==> src/rtl/cache_mem_arbiter.sv <==
// Arbiter between I-cache and D-cache line ports and a single memory port.
// Captures pulse-strobe requests, serialises them one transaction at a time,
// breaks ties round-robin, and forces completion if memory never answers.
//
// Ports:
//   clk, rst_n                    clock, async active-low reset
//   strobe/addr_icache_i          I-cache read request (always a read)
//   rdata/done_icache_o           I-cache response data and completion pulse
//   strobe/addr/rw/wdata_dcache_i D-cache request (rw = 1 write)
//   rdata/done_dcache_o           D-cache response data and completion pulse
//   mem_strobe/addr/rw/wdata_o    memory request, valid for one ISSUE cycle
//   mem_rdata_i, mem_done_i       memory response
//   err_timeout_o                 sticky timeout flag
module cache_mem_arbiter #(
  parameter int unsigned ADDR_WIDTH     = 32,
  parameter int unsigned LINE_WIDTH     = 256,
  parameter int unsigned TIMEOUT_CYCLES = 1024
) (
  input  logic                  clk,
  input  logic                  rst_n,
  input  logic                  strobe_icache_i,
  input  logic [ADDR_WIDTH-1:0] addr_icache_i,
  output logic [LINE_WIDTH-1:0] rdata_icache_o,
  output logic                  done_icache_o,
  input  logic                  strobe_dcache_i,
  input  logic [ADDR_WIDTH-1:0] addr_dcache_i,
  input  logic                  rw_dcache_i,
  input  logic [LINE_WIDTH-1:0] wdata_dcache_i,
  output logic [LINE_WIDTH-1:0] rdata_dcache_o,
  output logic                  done_dcache_o,
  output logic                  mem_strobe_o,
  output logic [ADDR_WIDTH-1:0] mem_addr_o,
  output logic                  mem_rw_o,
  output logic [LINE_WIDTH-1:0] mem_wdata_o,
  input  logic [LINE_WIDTH-1:0] mem_rdata_i,
  input  logic                  mem_done_i,
  output logic                  err_timeout_o
);

  localparam int unsigned CntW = $clog2(TIMEOUT_CYCLES);
  localparam logic [CntW-1:0] CntMax = CntW'(TIMEOUT_CYCLES - 1);
  // Byte-offset bits within a line; cleared on the memory address.
  localparam logic [ADDR_WIDTH-1:0] OfsMask = ADDR_WIDTH'((LINE_WIDTH / 8) - 1);
  localparam logic GrantI = 1'b0;
  localparam logic GrantD = 1'b1;

  typedef enum logic [1:0] {StIdle, StIssue, StWait, StResp} state_e;

  state_e state_q, state_d;
  logic pend_i_q, pend_i_d, pend_d_q, pend_d_d;
  logic [ADDR_WIDTH-1:0] addr_i_q, addr_i_d, addr_d_q, addr_d_d;
  logic rw_d_q, rw_d_d;
  logic [LINE_WIDTH-1:0] wdata_d_q, wdata_d_d;
  logic winner_q, winner_d, last_grant_q, last_grant_d;
  logic [CntW-1:0] cnt_q, cnt_d;
  logic err_q, err_d;
  logic [LINE_WIDTH-1:0] rdata_i_q, rdata_i_d, rdata_d_q, rdata_d_d;
  logic req_i, req_d;
  logic [LINE_WIDTH-1:0] resp_data;

  // A strobe is only captured when its port is idle; pending stays set while in service.
  assign req_i = pend_i_q | strobe_icache_i;
  assign req_d = pend_d_q | strobe_dcache_i;

  always_comb begin
    state_d      = state_q;
    pend_i_d     = pend_i_q;
    pend_d_d     = pend_d_q;
    addr_i_d     = addr_i_q;
    addr_d_d     = addr_d_q;
    rw_d_d       = rw_d_q;
    wdata_d_d    = wdata_d_q;
    winner_d     = winner_q;
    last_grant_d = last_grant_q;
    cnt_d        = cnt_q;
    err_d        = err_q;
    rdata_i_d    = rdata_i_q;
    rdata_d_d    = rdata_d_q;
    resp_data    = '0;

    if (strobe_icache_i && !pend_i_q) begin
      pend_i_d = 1'b1;
      addr_i_d = addr_icache_i;
    end
    if (strobe_dcache_i && !pend_d_q) begin
      pend_d_d  = 1'b1;
      addr_d_d  = addr_dcache_i;
      rw_d_d    = rw_dcache_i;
      wdata_d_d = wdata_dcache_i;
    end

    unique case (state_q)
      StIdle: begin
        if (req_i && req_d) begin
          // Round-robin only advances on a real tie.
          winner_d     = (last_grant_q == GrantD) ? GrantI : GrantD;
          last_grant_d = winner_d;
          state_d      = StIssue;
        end else if (req_i || req_d) begin
          winner_d = req_d ? GrantD : GrantI;
          state_d  = StIssue;
        end
      end
      StIssue: begin
        cnt_d   = '0;
        state_d = StWait;
      end
      StWait: begin
        if (mem_done_i || cnt_q == CntMax) begin
          // Writes and timeouts return a zero line.
          if (mem_done_i && !(winner_q == GrantD && rw_d_q)) resp_data = mem_rdata_i;
          if (!mem_done_i) err_d = 1'b1;
          if (winner_q == GrantD) rdata_d_d = resp_data;
          else                    rdata_i_d = resp_data;
          state_d = StResp;
        end else begin
          cnt_d = cnt_q + CntW'(1);
        end
      end
      StResp: begin
        // Clearing here also discards a same-cycle strobe from the completing port.
        if (winner_q == GrantD) pend_d_d = 1'b0;
        else                    pend_i_d = 1'b0;
        state_d = StIdle;
      end
      default: state_d = StIdle;
    endcase
  end

  always_ff @(posedge clk or negedge rst_n) begin
    if (!rst_n) begin
      state_q      <= StIdle;
      pend_i_q     <= 1'b0;
      pend_d_q     <= 1'b0;
      addr_i_q     <= '0;
      addr_d_q     <= '0;
      rw_d_q       <= 1'b0;
      wdata_d_q    <= '0;
      winner_q     <= GrantI;
      last_grant_q <= GrantD;
      cnt_q        <= '0;
      err_q        <= 1'b0;
      rdata_i_q    <= '0;
      rdata_d_q    <= '0;
    end else begin
      state_q      <= state_d;
      pend_i_q     <= pend_i_d;
      pend_d_q     <= pend_d_d;
      addr_i_q     <= addr_i_d;
      addr_d_q     <= addr_d_d;
      rw_d_q       <= rw_d_d;
      wdata_d_q    <= wdata_d_d;
      winner_q     <= winner_d;
      last_grant_q <= last_grant_d;
      cnt_q        <= cnt_d;
      err_q        <= err_d;
      rdata_i_q    <= rdata_i_d;
      rdata_d_q    <= rdata_d_d;
    end
  end

  always_comb begin
    mem_strobe_o = 1'b0;
    mem_addr_o   = '0;
    mem_rw_o     = 1'b0;
    mem_wdata_o  = '0;
    if (state_q == StIssue) begin
      mem_strobe_o = 1'b1;
      mem_addr_o   = ((winner_q == GrantD) ? addr_d_q : addr_i_q) & ~OfsMask;
      mem_rw_o     = (winner_q == GrantD) && rw_d_q;
      mem_wdata_o  = mem_rw_o ? wdata_d_q : '0;
    end
  end

  assign done_icache_o  = (state_q == StResp) && (winner_q == GrantI);
  assign done_dcache_o  = (state_q == StResp) && (winner_q == GrantD);
  assign rdata_icache_o = rdata_i_q;
  assign rdata_dcache_o = rdata_d_q;
  assign err_timeout_o  = err_q;

endmodule

==> config.mk <==
export PLATFORM = sky130hd
export DESIGN_NAME = cache_mem_arbiter
export DESIGN_NICKNAME = d
export VERILOG_FILES = /design/src/rtl/cache_mem_arbiter.sv
export SDC_FILE = /design/constraint.sdc
export NUM_CORES = 1
export LEC_CHECK = 0
export CORE_AREA = 2 2 547 549
export DETAILED_ROUTE_END_ITERATION = 10
export DIE_AREA = 0 0 549 551
export PLACE_DENSITY = 0.36
export SYNTH_ARGS = -nofsm -noshare
export SYNTH_HDL_FRONTEND = slang
export SYNTH_SLANG_ARGS = --single-unit
==> constraint.sdc <==
create_clock -name clk -period 2.45 [get_ports clk]
set_input_delay 0.3675 -clock clk [delete_from_list [all_inputs] [get_ports clk]]
set_output_delay 0.3675 -clock clk [all_outputs]
set_load 0.02 [all_outputs]
==> flow_summary.yaml <==
run_status:
  outcome: "finished, violations left"
  failed_checks: "negative setup slack"
synth:
  ys_seq_elements: 840
  synth_cells: 2250
  ys_warn_count: 0
  synth_edf_count: 0
  synth_ff_type: "dfrtp_1"
  synth_seq_area_share_pct: 64.36
  yosysUniqueCellTypes: 45
  syn_area_per_cell_sq_um: 14.52
  synthArstFlopShare_pct: 100.0
  netlist_area_sq_um: 32660
sta:
  relSlewSlack_pct: 48.47
  min_period_ns: 3.088
  finalHoldViolations: 0
  period_share_pct: 126.0
  worst_pin_slew_ns: 0.7730
  fin_ws_ns: -0.6378
  clock.fmax_ghz: 0.3239
  setup_viol: 284
  grt_setup_unrepaired: "true"
  final_max_slew_viol_count: 0
  finClkSkew_ns: 0.09002
cts:
  cts_max_level: 3
  clk_path_buf_depth: 4
  cts_buffers: 113
  ctsRootBufferMaster: "clkbuf_16"
  clkSinkCount: 840
  clk_latency_ns: 0.87
  clkSlewWorstSetupHoldPaths_ns: 0.06
  tritoncts: "yes"
routing:
  drc: 0
  drt-initial-drc-count: 1461
  postRouteAntennaNets: 0
  via_count: 26383
  routed_wl_mm: 208.0
  firstDrtPassIters: 5
  routedWlPerCell_microns: 26.51
  detail_route.vias_per_cell: 3.363
cells_and_area:
  seqCellArea_sq_um: 21020
  fin_area_sq_um: 59070
  n_fill_cell: 32056
  syn_to_final_growth_pct: 80.87
  drive_gt1_share_pct: 35.16
  final_nets: 4397
  multi_input_area_sq_um: 11480
global_routing:
  grt_pass1_wl_mm: 273.2
  grtUsageTotal_pct: 13.19
  grt_pass1_vias: 28481
  gr-total-overflow: 0
  grt_max_degree: 84
  grt_antenna_before_repair: 48
setup_path:
  worst_setup_path_end_kind: "output port"
  crit_fanout: 8
  worst_setup_path_start_kind: "flip-flop"
  cp_common_cell: "buf_4"
  cp.required_ns: 2.08
  critical-path-max-stage-delay_ns: 0.36
  crit_type: "flip-flop to output port"
  critPathSlowestCell: "dfrtp_1"
  cp_data_arrival_time_ns: 2.72
  worstPathCellList: "inv_2 > ha_4 > and3_4 > buf_16 > buf_4 > buf_8 > buf_16 > buf_4 > buf_4 > and2_4 > buf_6"
place:
  dp_hpwl_mm: 163.6
  port_buffers: 1371
  pre_cts_slack_ns: -0.1390
  place_area_sq_um: 52170
  place.gp.congestion: 0.8111
floorplan:
  row_count: 200
  fp.dieW_microns: 549
  die-area_sq_um: 302500
  initial_core_util_pct: 11.02
  core_area_sq_um: 296300
  die_y_microns: 551
  pin_count: 1387
pwr:
  p_per_area_nw_per_um2: 1255
  vdd.ir_drop.worst_v: 0.0004578
  p_leak_nw: 25.42
hold_path:
  hold_class: "input pin to asynchronous set/reset pin"
job:
  drv_cap: 0
[registers in the layout, summed over array words and instances, names as in the netlist, 2 cells and up]
name            flops
addr_i_q           27
rdata_icache_o    256
addr_d_q           27
cnt_q              10
wdata_d_q         256
rdata_dcache_o    256
state_q             2
[layer usage]
| layer | GRT usage (%) | vias to the layer above | part of all wire (%) |
|---|---|---|---|
| met5 | 0 | - | 0.041 |
| met4 | 2.903 | 14 | 2.1 |
| met3 | 5.955 | 227 | 10 |
| met2 | 23.24 | 1207 | 50 |
| met1 | 14.43 | 13547 | 38 |
| li1 | - | 11388 | - |
[synth_stat cells (4+ instances only)]
cell type / n / area [sq um]
buf_6: 18 / 202.7
a22o_1: 512 / 4484
buf_4: 29 / 217.7
dfrtp_1: 839 / 21000
ha_1: 6 / 75.07
nor3_1: 4 / 20.02
mux2i_1: 29 / 290.3
and2_1: 257 / 1608
clkbuf_1: 46 / 172.7
a21oi_1: 4 / 20.02
nor2b_1: 5 / 31.28
buf_2: 96 / 480.5
mux2_2: 311 / 3502
nand2_1: 4 / 15.01
o21ai_0: 7 / 35.03
inv_1: 7 / 26.28
nor2_1: 33 / 123.9
[final timing paths]
path                                                 from                               to  slack (ns)  depth (start not counted)
min in group clk                       wdata_dcache_i[48]        wdata_d_q[48]$_DFFE_PN0P_        0.11                          2
worst min register to register  err_timeout_o$_DFFE_PN0P_        err_timeout_o$_DFFE_PN0P_        0.49                          1
worst max register to register     state_q[0]$_DFFE_PN0P_  rdata_dcache_o[244]$_DFFE_PN0P_        0.12                          9
worst min-delay path                                rst_n       wdata_d_q[152]$_DFFE_PN0P_        0.07                          2
max in group asynchronous                           rst_n        wdata_d_q[98]$_DFFE_PN0P_        1.26                          3
worst max-delay path               state_q[1]$_DFFE_PN0P_                 mem_wdata_o[131]       -0.64                         11
[cells in the final DEF (no fill, tap or decap), drive strengths merged, types with 29 or more instances in the layout]
cell type	synthesis	routed
dlygate4sd2	0	55
nor2	33	33
clkbuf	46	173
dfrtp	839	839
mux2i	29	29
a22o	512	512
and2	258	258
clkdlybuf4s50	0	992
mux2	312	312
buf	146	562
[area by class of cell]
type / count / share of cell area, %
flip-flops and latches: 840 / 35.59
repair buffers: 1632 / 29.96
multi-input cells: 1215 / 19.44
inverters: 7 / 0.05719
clock inverters: 34 / 0.8472
well taps: 3939 / 8.343
clock buffers: 168 / 5.713
diodes: 11 / 0.04660
[per-stage QoR]
stage / TNS, ns / hold slack (ns) / std cells / utilization [%] / power [mW]
floorplan: 0 / 0.07191 / 2254 / - / 36.61
global placement: -11.86 / 0.3992 / 7524 / 17.61 / 55.45
detailed placement: -11.09 / 0.4047 / 7524 / 17.61 / 55.27
CTS: -162.86 / 0.0007986 / 7822 / 19.75 / 75.28
global route: -148.21 / 0.04079 / 7838 / 19.93 / 78.20
finish: -114.25 / 0.07475 / 7846 / 19.94 / 74.11
[critical path, delay by kind of cell, from the launching register on]
kind / cells / cell delay [ns]
adder cells (fa/ha/maj): 1 / 0.16
flip-flops: 1 / 0.36
AND/OR/NAND/NOR: 2 / 0.32
buffers and inverters: 8 / 1.01
[power by group]
group | internal, mW | total [mW] | switching, mW
clock network | 10.5 | 17.4 | 6.89
registers | 20.1 | 25.0 | 4.94
logic | 15.4 | 31.7 | 16.3
[logic make-up (layout without fill, tap and decap cells)]
kind of cell / after synthesis / count (layout) / share of synthesized area [%]
XOR/XNOR: 2 / 2 / 0.05364
adder cells (fa/ha/maj): 6 / 6 / 0.2299
flip-flops: 840 / 840 / 64.36
AND/OR/NAND/NOR: 321 / 321 / 5.930
other: 1 / 16 / 0.01148
buffers and inverters: 199 / 1841 / 3.402
AO/OA/AOI/OAI: 540 / 540 / 14.36
multiplexers: 341 / 341 / 11.65
[repair_timing]
action                                   CTS  global route
pin swaps                                 37            42
endpoints found under the setup margin   344           363
hold buffers                               9             0
setup buffers                             79            34
hold endpoints to repair                  31             0
gates resized for setup                 1660           182
gates cloned                              15             5
Note: power is estimated with default switching activity, not from simulation.
